<file path="src/rtl/pip_ma_lsu_if.sv">
// Bus bundle for the memory-access load/store unit: EX request side, data-cache port and writeback.
// The slave modport is the LSU view; master is the surrounding pipeline/cache view.
interface pip_ma_lsu_if #(
    parameter int unsigned XLEN = 32
) ();
    logic              iVALID;
    logic              oREADY;
    logic              iWE;
    logic [1:0]        iSIZE;
    logic              iUNS;
    logic [XLEN-1:0]   iADDR;
    logic [XLEN-1:0]   iWDATA;
    logic [4:0]        iDregADDR;

    logic              oMREQ;
    logic              iMGNT;
    logic              oMWE;
    logic [XLEN-1:0]   oMADDR;
    logic [XLEN/8-1:0] oMBE;
    logic [XLEN-1:0]   oMWDATA;
    logic              iMRVALID;
    logic [XLEN-1:0]   iMRDATA;
    logic              iMERR;

    logic              oWBVALID;
    logic [4:0]        oDregADDR;
    logic [XLEN-1:0]   oDregDATA;
    logic              oMISAL;
    logic              oBUSERR;

    modport slave (
        input  iVALID, iWE, iSIZE, iUNS, iADDR, iWDATA, iDregADDR,
        input  iMGNT, iMRVALID, iMRDATA, iMERR,
        output oREADY, oMREQ, oMWE, oMADDR, oMBE, oMWDATA,
        output oWBVALID, oDregADDR, oDregDATA, oMISAL, oBUSERR
    );

    modport master (
        output iVALID, iWE, iSIZE, iUNS, iADDR, iWDATA, iDregADDR,
        output iMGNT, iMRVALID, iMRDATA, iMERR,
        input  oREADY, oMREQ, oMWE, oMADDR, oMBE, oMWDATA,
        input  oWBVALID, oDregADDR, oDregDATA, oMISAL, oBUSERR
    );
endinterface

</file>
<file path="src/rtl/pip_ma_lsu.sv">
// Memory-access stage load/store unit: one request per handshake, lane-aligned cache access,
// load alignment/extension, misalignment and bus-error/timeout reporting. XLEN is 32 or 64.
module pip_ma_lsu #(
    parameter int unsigned XLEN    = 32,
    parameter int unsigned TIMEOUT = 16
) (
    input logic         iCLK,
    input logic         iRSTn,
    pip_ma_lsu_if.slave lsu_io
);
    localparam int unsigned NB     = XLEN / 8;
    localparam int unsigned OW     = $clog2(NB);
    localparam int unsigned CW     = (TIMEOUT > 1) ? $clog2(TIMEOUT) : 1;
    localparam bit          HasDw  = (XLEN == 64);
    localparam bit          HasTmo = (TIMEOUT != 0);

    typedef enum logic [1:0] {StIdle, StReq, StResp} state_e;

    state_e          state_q, state_d;
    logic [CW-1:0]   cnt_q, cnt_d;
    logic [XLEN-1:0] maddr_q, maddr_d;
    logic [NB-1:0]   mbe_q, mbe_d;
    logic [XLEN-1:0] mwdata_q, mwdata_d;
    logic            mwe_q, mwe_d;
    logic [4:0]      rd_q, rd_d;
    logic [1:0]      size_q, size_d;
    logic            uns_q, uns_d;
    logic [OW-1:0]   off_q, off_d;
    logic            wbvalid_q, wbvalid_d;
    logic [4:0]      dreg_addr_q, dreg_addr_d;
    logic [XLEN-1:0] dreg_data_q, dreg_data_d;
    logic            misal_q, misal_d;
    logic            buserr_q, buserr_d;

    logic [OW-1:0]   off;
    logic            bad_access;
    logic [XLEN-1:0] rsh;
    logic [XLEN-1:0] ext;

    // Request-side decode of the incoming access.
    always_comb begin
        off        = lsu_io.iADDR[OW-1:0];
        bad_access = ((off & OW'((32'd1 << lsu_io.iSIZE) - 32'd1)) != '0) ||
                     ((lsu_io.iSIZE == 2'd3) && !HasDw);
    end

    // Load result: shift the addressed lanes down, then extend by access size.
    always_comb begin
        rsh = lsu_io.iMRDATA >> {off_q, 3'b000};
        ext = rsh;
        case (size_q)
            2'd0: begin
                if (uns_q) ext = XLEN'(rsh[7:0]);
                else       ext = XLEN'($signed(rsh[7:0]));
            end
            2'd1: begin
                if (uns_q) ext = XLEN'(rsh[15:0]);
                else       ext = XLEN'($signed(rsh[15:0]));
            end
            2'd2: begin
                if (uns_q) ext = XLEN'(rsh[31:0]);
                else       ext = XLEN'($signed(rsh[31:0]));
            end
            default: ext = rsh;
        endcase
    end

    always_comb begin
        state_d     = state_q;
        cnt_d       = cnt_q;
        maddr_d     = maddr_q;
        mbe_d       = mbe_q;
        mwdata_d    = mwdata_q;
        mwe_d       = mwe_q;
        rd_d        = rd_q;
        size_d      = size_q;
        uns_d       = uns_q;
        off_d       = off_q;
        dreg_addr_d = dreg_addr_q;
        dreg_data_d = dreg_data_q;
        wbvalid_d   = 1'b0;
        misal_d     = 1'b0;
        buserr_d    = 1'b0;

        unique case (state_q)
            StIdle: begin
                if (lsu_io.iVALID) begin
                    if (bad_access) begin
                        misal_d = 1'b1;
                    end else begin
                        state_d  = StReq;
                        maddr_d  = {lsu_io.iADDR[XLEN-1:OW], {OW{1'b0}}};
                        mbe_d    = NB'(((32'd1 << (32'd1 << lsu_io.iSIZE)) - 32'd1) << off);
                        mwdata_d = lsu_io.iWDATA << {off, 3'b000};
                        mwe_d    = lsu_io.iWE;
                        rd_d     = lsu_io.iDregADDR;
                        size_d   = lsu_io.iSIZE;
                        uns_d    = lsu_io.iUNS;
                        off_d    = off;
                    end
                end
            end
            StReq: begin
                // Responses are not expected before the grant, so iMRVALID is ignored here.
                if (lsu_io.iMGNT) begin
                    state_d = StResp;
                    cnt_d   = '0;
                end
            end
            StResp: begin
                if (lsu_io.iMRVALID) begin
                    state_d = StIdle;
                    if (lsu_io.iMERR) begin
                        buserr_d = 1'b1;
                    end else if (!mwe_q) begin
                        wbvalid_d   = 1'b1;
                        dreg_addr_d = rd_q;
                        dreg_data_d = (rd_q == 5'd0) ? '0 : ext;
                    end
                end else if (HasTmo && (cnt_q == CW'(TIMEOUT - 1))) begin
                    state_d  = StIdle;
                    buserr_d = 1'b1;
                end else begin
                    cnt_d = cnt_q + 1'b1;
                end
            end
            default: state_d = StIdle;
        endcase
    end

    always_ff @(posedge iCLK) begin
        if (!iRSTn) begin
            state_q     <= StIdle;
            cnt_q       <= '0;
            maddr_q     <= '0;
            mbe_q       <= '0;
            mwdata_q    <= '0;
            mwe_q       <= 1'b0;
            rd_q        <= '0;
            size_q      <= '0;
            uns_q       <= 1'b0;
            off_q       <= '0;
            wbvalid_q   <= 1'b0;
            dreg_addr_q <= '0;
            dreg_data_q <= '0;
            misal_q     <= 1'b0;
            buserr_q    <= 1'b0;
        end else begin
            state_q     <= state_d;
            cnt_q       <= cnt_d;
            maddr_q     <= maddr_d;
            mbe_q       <= mbe_d;
            mwdata_q    <= mwdata_d;
            mwe_q       <= mwe_d;
            rd_q        <= rd_d;
            size_q      <= size_d;
            uns_q       <= uns_d;
            off_q       <= off_d;
            wbvalid_q   <= wbvalid_d;
            dreg_addr_q <= dreg_addr_d;
            dreg_data_q <= dreg_data_d;
            misal_q     <= misal_d;
            buserr_q    <= buserr_d;
        end
    end

    assign lsu_io.oREADY    = (state_q == StIdle);
    assign lsu_io.oMREQ     = (state_q == StReq);
    assign lsu_io.oMWE      = mwe_q;
    assign lsu_io.oMADDR    = maddr_q;
    assign lsu_io.oMBE      = mbe_q;
    assign lsu_io.oMWDATA   = mwdata_q;
    assign lsu_io.oWBVALID  = wbvalid_q;
    assign lsu_io.oDregADDR = dreg_addr_q;
    assign lsu_io.oDregDATA = dreg_data_q;
    assign lsu_io.oMISAL    = misal_q;
    assign lsu_io.oBUSERR   = buserr_q;
endmodule

</file>
<file path="src/flat_wrapper.sv">
// flat-port wrapper written by rule: the top's interface ports become plain ports
module pip_ma_lsu_flat 
#(
    parameter int unsigned XLEN    = 32,
    parameter int unsigned TIMEOUT = 16
)
  (iCLK, iRSTn, lsu_io_iVALID, lsu_io_iWE, lsu_io_iSIZE, lsu_io_iUNS, lsu_io_iADDR, lsu_io_iWDATA, lsu_io_iDregADDR, lsu_io_iMGNT, lsu_io_iMRVALID, lsu_io_iMRDATA, lsu_io_iMERR, lsu_io_oREADY, lsu_io_oMREQ, lsu_io_oMWE, lsu_io_oMADDR, lsu_io_oMBE, lsu_io_oMWDATA, lsu_io_oWBVALID, lsu_io_oDregADDR, lsu_io_oDregDATA, lsu_io_oMISAL, lsu_io_oBUSERR);
  pip_ma_lsu_if #(.XLEN(XLEN)) lsu_io_i ();
  input logic iCLK;
  input logic iRSTn;
  input wire logic [$bits(lsu_io_i.iVALID)-1:0] lsu_io_iVALID;
  input wire logic [$bits(lsu_io_i.iWE)-1:0] lsu_io_iWE;
  input wire logic [$bits(lsu_io_i.iSIZE)-1:0] lsu_io_iSIZE;
  input wire logic [$bits(lsu_io_i.iUNS)-1:0] lsu_io_iUNS;
  input wire logic [$bits(lsu_io_i.iADDR)-1:0] lsu_io_iADDR;
  input wire logic [$bits(lsu_io_i.iWDATA)-1:0] lsu_io_iWDATA;
  input wire logic [$bits(lsu_io_i.iDregADDR)-1:0] lsu_io_iDregADDR;
  input wire logic [$bits(lsu_io_i.iMGNT)-1:0] lsu_io_iMGNT;
  input wire logic [$bits(lsu_io_i.iMRVALID)-1:0] lsu_io_iMRVALID;
  input wire logic [$bits(lsu_io_i.iMRDATA)-1:0] lsu_io_iMRDATA;
  input wire logic [$bits(lsu_io_i.iMERR)-1:0] lsu_io_iMERR;
  output wire logic [$bits(lsu_io_i.oREADY)-1:0] lsu_io_oREADY;
  output wire logic [$bits(lsu_io_i.oMREQ)-1:0] lsu_io_oMREQ;
  output wire logic [$bits(lsu_io_i.oMWE)-1:0] lsu_io_oMWE;
  output wire logic [$bits(lsu_io_i.oMADDR)-1:0] lsu_io_oMADDR;
  output wire logic [$bits(lsu_io_i.oMBE)-1:0] lsu_io_oMBE;
  output wire logic [$bits(lsu_io_i.oMWDATA)-1:0] lsu_io_oMWDATA;
  output wire logic [$bits(lsu_io_i.oWBVALID)-1:0] lsu_io_oWBVALID;
  output wire logic [$bits(lsu_io_i.oDregADDR)-1:0] lsu_io_oDregADDR;
  output wire logic [$bits(lsu_io_i.oDregDATA)-1:0] lsu_io_oDregDATA;
  output wire logic [$bits(lsu_io_i.oMISAL)-1:0] lsu_io_oMISAL;
  output wire logic [$bits(lsu_io_i.oBUSERR)-1:0] lsu_io_oBUSERR;
  assign lsu_io_i.iVALID = lsu_io_iVALID;
  assign lsu_io_i.iWE = lsu_io_iWE;
  assign lsu_io_i.iSIZE = lsu_io_iSIZE;
  assign lsu_io_i.iUNS = lsu_io_iUNS;
  assign lsu_io_i.iADDR = lsu_io_iADDR;
  assign lsu_io_i.iWDATA = lsu_io_iWDATA;
  assign lsu_io_i.iDregADDR = lsu_io_iDregADDR;
  assign lsu_io_i.iMGNT = lsu_io_iMGNT;
  assign lsu_io_i.iMRVALID = lsu_io_iMRVALID;
  assign lsu_io_i.iMRDATA = lsu_io_iMRDATA;
  assign lsu_io_i.iMERR = lsu_io_iMERR;
  assign lsu_io_oREADY = lsu_io_i.oREADY;
  assign lsu_io_oMREQ = lsu_io_i.oMREQ;
  assign lsu_io_oMWE = lsu_io_i.oMWE;
  assign lsu_io_oMADDR = lsu_io_i.oMADDR;
  assign lsu_io_oMBE = lsu_io_i.oMBE;
  assign lsu_io_oMWDATA = lsu_io_i.oMWDATA;
  assign lsu_io_oWBVALID = lsu_io_i.oWBVALID;
  assign lsu_io_oDregADDR = lsu_io_i.oDregADDR;
  assign lsu_io_oDregDATA = lsu_io_i.oDregDATA;
  assign lsu_io_oMISAL = lsu_io_i.oMISAL;
  assign lsu_io_oBUSERR = lsu_io_i.oBUSERR;
  pip_ma_lsu #(.XLEN(XLEN), .TIMEOUT(TIMEOUT)) u_core (.iCLK(iCLK), .iRSTn(iRSTn), .lsu_io(lsu_io_i));
endmodule
</file>
<file path="config.mk">
export PLATFORM = sky130hd
export DESIGN_NAME = pip_ma_lsu_flat
export DESIGN_NICKNAME = d
export VERILOG_FILES = /design/src/rtl/pip_ma_lsu_if.sv /design/src/rtl/pip_ma_lsu.sv /design/src/flat_wrapper.sv
export SDC_FILE = /design/constraint.sdc
export NUM_CORES = 1
export LEC_CHECK = 0
export CORE_MARGIN = 5
export CORE_UTILIZATION = 30
export CTS_CLUSTER_DIAMETER = 120
export CTS_CLUSTER_SIZE = 8
export DETAILED_ROUTE_END_ITERATION = 12
export MAX_ROUTING_LAYER = met4
export PLACE_DENSITY = 0.56
export SLEW_MARGIN = 40
export SYNTH_ARGS = -nofsm -noshare
export SYNTH_HDL_FRONTEND = slang
export SYNTH_SLANG_ARGS = --single-unit
</file>
<file path="constraint.sdc">
create_clock -name iCLK -period 3.2 [get_ports iCLK]
set_clock_uncertainty 0.05 [all_clocks]
set_input_delay 0.32 -clock iCLK [delete_from_list [all_inputs] [get_ports iCLK]]
set_output_delay 0.32 -clock iCLK [all_outputs]
set_load 0.01 [all_outputs]
</file>
==> results of run 1 <==
## how the worst max path moves through the flow
| stage | depth (start not counted) | end | slack, ns |
|---|---|---|---|
| floorplan | 10 | u_core.lsu_io.oMADDR[10] | 0.99 |
| global placement | 9 | u_core.lsu_io.oMWDATA[8] | 0.33 |
| detailed placement | 9 | u_core.lsu_io.oMWDATA[8] | 0.23 |
| CTS | 9 | u_core.lsu_io.oMWDATA[8] | 0.66 |
| global route | 9 | u_core.lsu_io.oMWDATA[8] | 0.49 |
| finish | 9 | u_core.lsu_io.oMWDATA[8] | 0.66 |
## metal layers
layer | up-vias | part of all wire, % | track usage, %
met4 | 0 | 2.0 | 8.05
li1 | 2703 | - | -
met3 | 24 | 6.4 | 5.22
met1 | 2487 | 43 | 21.8
met2 | 159 | 49 | 27.8
met5 | - | 0 | -
## worst max-delay path, cell delays in order
cell and delay, ns:
clkdlybuf4s50_1 0.49, or2_2 0.37, inv_1 0.09, ha_1 0.13, nor2b_1 0.07, or3_2 0.49, buf_4 0.30, or3_1 0.41
a21oi_1 0.14
## synthesized netlist by cell type (6+ instances only)
cell | number | share of area, %
nand2_1 | 153 | 11
a32oi_1 | 8 | 1.3
o211ai_1 | 16 | 2.2
nor2_1 | 21 | 1.4
or3_1 | 12 | 1.4
o311ai_0 | 7 | 1.1
mux2_2 | 16 | 3.3
mux2i_1 | 38 | 7.0
a32o_1 | 7 | 1.3
o21ai_0 | 14 | 1.3
nand2b_1 | 6 | 0.69
nand4b_1 | 9 | 1.4
clkbuf_1 | 41 | 2.8
buf_2 | 7 | 0.64
inv_1 | 6 | 0.41
dfxtp_1 | 123 | 45
a31oi_1 | 10 | 1.2
nand3_1 | 19 | 1.7
a21oi_1 | 97 | 8.9
## placed cells by master (no fill, tap or decap), types with 10 or more instances in the layout
cell	netlist	final
nand3_1	19	19
buf_4	2	14
a31oi_1	10	10
nand2_1	153	153
a21oi_1	97	97
o211ai_1	16	16
mux2_2	16	16
or3_1	12	11
dfxtp_1	123	123
o21ai_0	14	14
nor2_1	21	21
clkdlybuf4s50_1	0	219
clkbuf_16	0	17
mux2i_1	38	38
## flip-flops by register name, summed over array words and instances (netlist names)
| register | flops |
|---|---|
| u_core.lsu_io.oMWDATA | 32 |
| u_core.lsu_io.oMADDR | 30 |
| u_core.lsu_io.oMWE | 1 |
| u_core.lsu_io.oWBVALID | 1 |
| u_core.lsu_io.oDregADDR | 5 |
| u_core.off_q | 2 |
| u_core.cnt_q | 4 |
| u_core.lsu_io.oDregDATA | 32 |
| u_core.lsu_io.oMISAL | 1 |
| u_core.rd_q | 5 |
| u_core.lsu_io.oBUSERR | 1 |
| u_core.size_q | 2 |
| u_core.lsu_io.oMBE | 4 |
| u_core.state_q | 2 |
| u_core.uns_q | 1 |
## power breakdown
part	leakage (nW)	internal (mW)	switching, mW	total (mW)
sequential	0.996	1.58	0.0314	1.61
combinational	1.66	0.287	0.262	0.549
clock	0.282	1.22	0.713	1.94
total	2.94	3.09	1.01	4.10
## final cells by class
class | count | area (µm²)
Multi-Input combinational cell | 468 | 2740
Sequential cell | 123 | 2460
Clock inverter | 14 | 174
Clock buffer | 18 | 429
Timing Repair Buffer | 234 | 2320
Antenna cell | 1 | 2.50
Fill cell | 1712 | 9460
Inverter | 7 | 27.5
Tap cell | 229 | 287
## cell families (layout without fill, tap and decap cells)
family                   count (synthesis)  count (layout)  share of synthesized area [%]
buffers and inverters                   61             273                           4.51
flip-flops                             123             123                           45.3
XOR/XNOR                                 1               1                          0.161
other                                    1               3                         0.0690
adder cells (fa/ha/maj)                  4               4                          0.897
AO/OA/AOI/OAI                          166             166                           18.5
AND/OR/NAND/NOR                        240             240                           19.8
multiplexers                            55              55                           10.7
## stage by stage
step           util [%]  instances  total power [mW]  hold WS, ns
2_1_floorplan         -        652              1.89        0.386
3_3_place_gp       43.8       1061              2.19        0.389
3_5_place_dp       43.8       1061              2.19        0.396
4_1_cts            47.1       1093              4.15        0.368
5_1_grt            47.1       1094              4.27        0.388
6_report           47.1       1094              4.10        0.390
==> impl_metrics.env, run 1 <==
export IMPL_status="finished clean"
export IMPL_via_per_inst=4.91
export IMPL_cellLeakagePower_nw=2.94
export IMPL_grt_pass1_wl_um=28200
export IMPL_dieArea_um2=20900
export IMPL_fin_crit_sh_pct=79.3
export IMPL_max_cap_violations=0
export IMPL_drive_gt1_share_pct=8.22
export IMPL_dr_pass1_iters=5
export IMPL_crit_start="lsu_io_iSIZE[0]"
export IMPL_area_growth_pct=55.2
export IMPL_setup_violations_final=0
export IMPL_grt_max_degree=68
export IMPL_synth_warning_count=0
export IMPL_syn_avg_cell_area_um2=8.35
export IMPL_track_usage_pct=18.0
export IMPL_worstSetupPathType="input port to register"
export IMPL_syn_inst=651
export IMPL_place_area_um2=7830
export IMPL_start_util_pct=30.4
export IMPL_r2r_cells=5
export IMPL_hold_buffers=0
export IMPL_cts_buffers=17
export IMPL_hold_viol_final=0
export IMPL_fin_crit_ns=2.54
export IMPL_r2r_end="u_core.lsu_io.oMWDATA[8]"
export IMPL_wire_per_inst_um=17.0
export IMPL_tns_ns=0
export IMPL_hold_depth=3
export IMPL_worst_slew_pin_slew_ns=0.727
export IMPL_grt_pass1_vias=5321
export IMPL_synth_cell_types=43
export IMPL_io_pins=222
export IMPL_final_max_slew_violation_count=0
export IMPL_final_area_um2=8440
export IMPL_nNetsFinal=965
export IMPL_worstReg2RegStart="u_core.state_q[1]"
export IMPL_drc=0
export IMPL_holdCritPathClass="input port to register"
export IMPL_synth_edf_count=0
export IMPL_overflow=0
export IMPL_vias=5373
export IMPL_antenna_found_initial=1
export IMPL_post_cts_buffers=0
export IMPL_pwr_density_cell_nw_per_um2=485
export IMPL_cts_sinks=123
export IMPL_cts_resized=0
export IMPL_netlist_area_um2=5440
export IMPL_required_ns=3.49
export IMPL_ys_flop_type="dfxtp_1"
export IMPL_worst_ir_drop_vdd_v=0.000377
export IMPL_synth_async_reset_ratio_pct=0
export IMPL_gp_congestion=0.822
export IMPL_ant_nets=0
export IMPL_arrival_ns=2.83
export IMPL_grt_setup_unrepaired="no"
export IMPL_relSlewSlack_pct=51.5
export IMPL_pre_cts_ws_ns=0.227
export IMPL_hpwl_um=13700
export IMPL_clockRootBuffer="clkbuf_16"
export IMPL_clk_pin_slew_worst_paths_ns=0.06
export IMPL_min_delay_worst_endpoint="u_core.lsu_io.oMADDR[29]"
export IMPL_h_tree_depth=4
export IMPL_worstPathMaxFanout=59
export IMPL_critPathCaptureType="register"
export IMPL_seq_area_frac_synth_pct=45.3
export IMPL_rows=49
export IMPL_routed_wl_um=18600
export IMPL_reg2reg_setup_slack_ns=0.97
export IMPL_core_um2=17900
export IMPL_die_y_um=145
export IMPL_cts_path_max_buffers=2
export IMPL_start_kind="input port"
export IMPL_ys_ff_latch=123
export IMPL_place_port_buffers=219
export IMPL_min_delay_start="lsu_io_iADDR[29]"
export IMPL_worst_slack_ns=0.662
export IMPL_die_w_um=145
export IMPL_drt_iter0_drc=282
export IMPL_cts_tree="built"
export IMPL_clk_latency_ns=0.41
export IMPL_fmax_mhz=394
Power figures use the tool's default switching activity.
==> run 2, diff against run 1 <==
Clock period 3.2 ns to 2.4 ns, I/O delays scaled along.
==> impl_metrics.env, run 2 (synthesized netlist as in run 1, its figures left out) <==
export IMPL_clk_latency_ns=0.41
export IMPL_hold_depth=3
export IMPL_fin_crit_ns=2.25
export IMPL_via_per_inst=4.91
export IMPL_netSwitchingFraction_pct=25.0
export IMPL_worstPathMaxFanout=42
export IMPL_switching_power_mw=1.36
export IMPL_reg2reg_setup_slack_ns=0.30
export IMPL_cts_resized=0
export IMPL_clk_pin_slew_worst_paths_ns=0.06
export IMPL_drive_gt1_share_pct=10.1
export IMPL_r2r_cells=5
export IMPL_cts_sinks=123
export IMPL_worstSetupPathType="input port to register"
export IMPL_mostFrequentLayoutCell="clkdlybuf4s50_1"
export IMPL_min_delay_worst_endpoint="u_core.lsu_io.oMADDR[31]"
export IMPL_final_area_um2=8580
export IMPL_hold_buffers=0
export IMPL_combPwrFrac_pct=13.9
export IMPL_die_y_um=145
export IMPL_ant_nets=0
export IMPL_grt_pass1_vias=5538
export IMPL_drt_iter0_drc=240
export IMPL_critPathCaptureType="register"
export IMPL_grt_setup_unrepaired="no"
export IMPL_final_util_pct=47.9
export IMPL_whs_ns=0.325
export IMPL_cts_buffers=17
export IMPL_clockRootBuffer="clkbuf_16"
export IMPL_required_ns=2.68
export IMPL_gp_congestion=0.820
export IMPL_place_area_um2=7980
export IMPL_arrival_ns=2.53
export IMPL_nNetsFinal=981
export IMPL_track_usage_pct=18.3
export IMPL_fmax_mhz=445
export IMPL_holdCritPathClass="input port to register"
export IMPL_setup_violations_final=0
export IMPL_relSlewSlack_pct=52.6
export IMPL_hpwl_um=14400
export IMPL_routed_wl_um=18800
export IMPL_dieArea_um2=20900
export IMPL_core_um2=17900
export IMPL_cts_path_max_buffers=2
export IMPL_vias=5460
export IMPL_final_cell_mix="219 x clkdlybuf4s50_1, 153 x nand2_1, 123 x dfxtp_1, 97 x a21oi_1, 38 x mux2i_1"
export IMPL_cts_tree="built"
export IMPL_dr_pass1_iters=4
export IMPL_worstReg2RegStart="u_core.state_q[1]"
export IMPL_pwr_density_cell_nw_per_um2=636
export IMPL_start_kind="input port"
export IMPL_max_cap_violations=0
export IMPL_grt_pass1_wl_um=29100
export IMPL_grt_max_degree=43
export IMPL_seq_power_share_pct=39.3
export IMPL_r2r_end="u_core.lsu_io.oMWDATA[12]"
export IMPL_p_int_mw=4.09
export IMPL_min_delay_start="lsu_io_iADDR[31]"
export IMPL_place_port_buffers=219
export IMPL_h_tree_depth=4
export IMPL_antenna_found_initial=2
export IMPL_drc=0
export IMPL_final_max_slew_violation_count=0
export IMPL_worst_slew_pin_slew_ns=0.709
export IMPL_status="finished clean"
export IMPL_area_growth_pct=57.8
export IMPL_start_util_pct=30.4
export IMPL_worst_slack_ns=0.151
export IMPL_worst_ir_drop_vdd_v=0.000514
export IMPL_wire_per_inst_um=16.9
export IMPL_overflow=0
export IMPL_post_cts_buffers=0
export IMPL_hold_viol_final=0
export IMPL_rows=49
export IMPL_cellLeakagePower_nw=3.03
export IMPL_power_share_clock_pct=46.8
export IMPL_io_pins=222
export IMPL_fin_crit_sh_pct=93.7
export IMPL_pre_cts_ws_ns=-0.260
export IMPL_die_w_um=145
run 2: changes by cell type in the layout (fill, tap and decap cells not counted), sizes merged:
cell,previous run,this run
buf,15,31
clkinv,8,6
bufinv,3,2
clkbuf,18,19
clkinvlp,4,5
diode,1,2
inv,6,7
run 2: how the worst max path moves through the flow:
| stage | startpoint | to | slack (ns) |
|---|---|---|---|
| 2_1_floorplan | lsu_io_iSIZE[0] | u_core.lsu_io.oMADDR[10] | 0.27 |
| 3_3_place_gp | lsu_io_iSIZE[1] | u_core.lsu_io.oMWDATA[13] | -0.14 |
| 3_5_place_dp | lsu_io_iSIZE[1] | u_core.lsu_io.oMWDATA[12] | -0.26 |
| 4_1_cts | lsu_io_iSIZE[1] | u_core.lsu_io.oMWDATA[12] | 0.15 |
| 5_1_grt | lsu_io_iSIZE[1] | u_core.lsu_io.oMWDATA[12] | 0.03 |
| 6_report | lsu_io_iSIZE[1] | u_core.lsu_io.oMWDATA[12] | 0.15 |
run 2: critical path, cell delays in order:
cell and delay (ns):
clkdlybuf4s50_1 0.51, nand2b_1 0.16, inv_1 0.06, ha_1 0.27, nor2b_1 0.06, or3_2 0.51, buf_12 0.19, or3_1 0.36
a21oi_1 0.17
run 2: power groups by stage:
stage          Sequential (mW)  Clock (mW)  Combinational, mW
6_report                  2.15        2.55              0.757
5_1_grt                   2.15        2.71              0.827
4_1_cts                   2.15        2.60              0.764
3_5_place_dp              2.19           0              0.760
3_3_place_gp              2.19           0              0.752
2_1_floorplan             2.20           0              0.309
run 2: layout make-up:
| type | instances | area, µm² |
|---|---|---|
| fillers | 1758 | 9320 |
| diodes | 2 | 5.00 |
| clock inverters | 13 | 143 |
| clock buffers | 19 | 453 |
| repair buffers | 250 | 2460 |
| inverters | 7 | 27.5 |
| flip-flops and latches | 123 | 2460 |
| well taps | 229 | 287 |
| multi-input cells | 468 | 2740 |
run 2: metal layers:
metal	wire length (µm)	global-route usage, %	vias to the layer above
li1	-	-	2733
met1	7960	22.2	2542
met2	9290	29.2	165
met3	1180	4.66	20
met4	373	7.22	0
met5	0	-	-
run 2: stage by stage:
step | cells | power (mW) | TNS (ns)
2_1_floorplan | 652 | 2.51 | 0
3_3_place_gp | 1077 | 2.94 | -4.41
3_5_place_dp | 1077 | 2.95 | -10.59
4_1_cts | 1109 | 5.52 | 0
5_1_grt | 1111 | 5.69 | 0
6_report | 1111 | 5.46 | 0
==> run 3, diff against run 2 <==
Settings changed: CORE_MARGIN 5 to unset.
==> impl_metrics.env, run 3 (synthesized netlist as in run 1, its figures left out) <==
export IMPL_n_fill_cell=1669
export IMPL_min_delay_start="lsu_io_iADDR[27]"
export IMPL_worstReg2RegStart="u_core.state_q[1]"
export IMPL_area_growth_pct=58.4
export IMPL_dieArea_um2=18700
export IMPL_multi_input_area_um2=2740
export IMPL_cts_buffers=17
export IMPL_worst_slew_pin_slew_ns=0.708
export IMPL_hold_viol_final=0
export IMPL_gp_congestion=0.864
export IMPL_hold_buffers=0
export IMPL_place_port_buffers=219
export IMPL_start_util_pct=31.1
export IMPL_worstPathMaxFanout=26
export IMPL_grt_pass1_wl_um=28100
export IMPL_clk_pin_slew_worst_paths_ns=0.06
export IMPL_final_max_slew_violation_count=0
export IMPL_cts_resized=0
export IMPL_critPathCaptureType="register"
export IMPL_wl_met2_um=8520
export IMPL_nNetsFinal=980
export IMPL_fin_crit_ns=2.21
export IMPL_max_cap_violations=0
export IMPL_dr_pass1_iters=5
export IMPL_drive_gt1_share_pct=9.78
export IMPL_ant_nets=0
export IMPL_mostFrequentLayoutCell="clkdlybuf4s50_1"
export IMPL_wl_met3_um=1190
export IMPL_hpwl_um=13400
export IMPL_required_ns=2.69
export IMPL_clk_latency_ns=0.41
export IMPL_grt_pass1_vias=5383
export IMPL_holdCritPathClass="input port to register"
export IMPL_relSlewSlack_pct=52.6
export IMPL_fmax_mhz=453
export IMPL_die_w_um=137
export IMPL_setup_violations_final=0
export IMPL_final_util_pct=49.3
export IMPL_overflow=0
export IMPL_clockRootBuffer="clkbuf_16"
export IMPL_total_power_mw=5.60
export IMPL_grt_setup_unrepaired="no"
export IMPL_reg2reg_setup_slack_ns=0.28
export IMPL_fin_crit_sh_pct=92.1
export IMPL_via_per_inst=5.00
export IMPL_status="finished clean"
export IMPL_drc=0
export IMPL_crit_start="lsu_io_iSIZE[0]"
export IMPL_die_y_um=137
export IMPL_post_cts_buffers=0
export IMPL_worst_ir_drop_vdd_v=0.000555
export IMPL_routed_wl_um=18000
export IMPL_cts_sinks=123
export IMPL_start_kind="input port"
export IMPL_cts_tree="built"
export IMPL_antenna_cells=0
export IMPL_pwr_density_cell_nw_per_um2=651
export IMPL_core_um2=17500
export IMPL_track_usage_pct=20.3
export IMPL_h_tree_depth=4
export IMPL_met1Wirelength_um=7930
export IMPL_worstSetupPathType="input port to register"
export IMPL_register_area_um2=2460
export IMPL_highest_layer="met4"
export IMPL_cts_path_max_buffers=2
export IMPL_final_cell_mix="219 x clkdlybuf4s50_1, 153 x nand2_1, 123 x dfxtp_1, 97 x a21oi_1, 38 x mux2i_1"
export IMPL_cellLeakagePower_nw=3.05
export IMPL_antenna_found_initial=0
export IMPL_arrival_ns=2.50
export IMPL_drt_iter0_drc=305
export IMPL_io_pins=222
export IMPL_grt_max_degree=44
export IMPL_rows=48
export IMPL_vias=5525
export IMPL_wire_per_inst_um=16.3
run 3: cell types whose count changed in the layout (fill, tap and decap cells not counted), sizes merged:
cell and change:
clkinvlp -2, buf -1, clkbuf +1, diode -2, bufinv +2, inv -1
run 3: metrics by stage:
stage	std cells	setup TNS, ns	hold WS [ns]	setup WS, ns	instance area, µm²
after floorplan	652	0	0.306	0.265	5440
after global placement	1072	-4.72	0.390	-0.144	7990
after detailed placement	1072	-7.77	0.394	-0.226	7990
after CTS	1104	0	0.298	0.211	8610
after global routing	1104	0	0.311	0.0801	8610
final	1104	0	0.323	0.190	8610
run 3: critical path, cell delays in order:
cell and delay [ns]:
clkdlybuf4s50_1 0.44, or2_2 0.32, inv_1 0.08, ha_1 0.14, nor2b_1 0.05, or3_2 0.52, buf_12 0.18, or3_1 0.35
a21oi_1 0.16
run 3: power breakdown:
group          internal, mW  switching [mW]  leakage, nW  total [mW]
Sequential             2.11          0.0425        0.996        2.15
Combinational         0.408           0.357         1.76       0.765
Clock                  1.76           0.932        0.296        2.69
Total                  4.27            1.33         3.05        5.60
run 3: layout make-up:
cell class,count,area share [%]
multi-input cells,468,31.8
inverters,7,0.320
clock inverters,12,1.99
clock buffers,20,5.19
repair buffers,249,28.8
well taps,225,3.27
flip-flops and latches,123,28.6
run 3: per-layer routing:
layer / vias up / global-route usage, %
li1: 2725 / -
met1: 2600 / 24.7
met2: 178 / 31.4
met3: 22 / 6.37
met4: 0 / 7.16
met5: - / -
run 3: final timing paths:
check,endpoint,depth (start not counted)
setup reg to reg,u_core.lsu_io.oMWDATA[13],5
hold reg to reg,u_core.lsu_io.oMWDATA[2],2
hold / removal,u_core.lsu_io.oMADDR[27],3
setup / recovery,u_core.lsu_io.oMWDATA[13],9
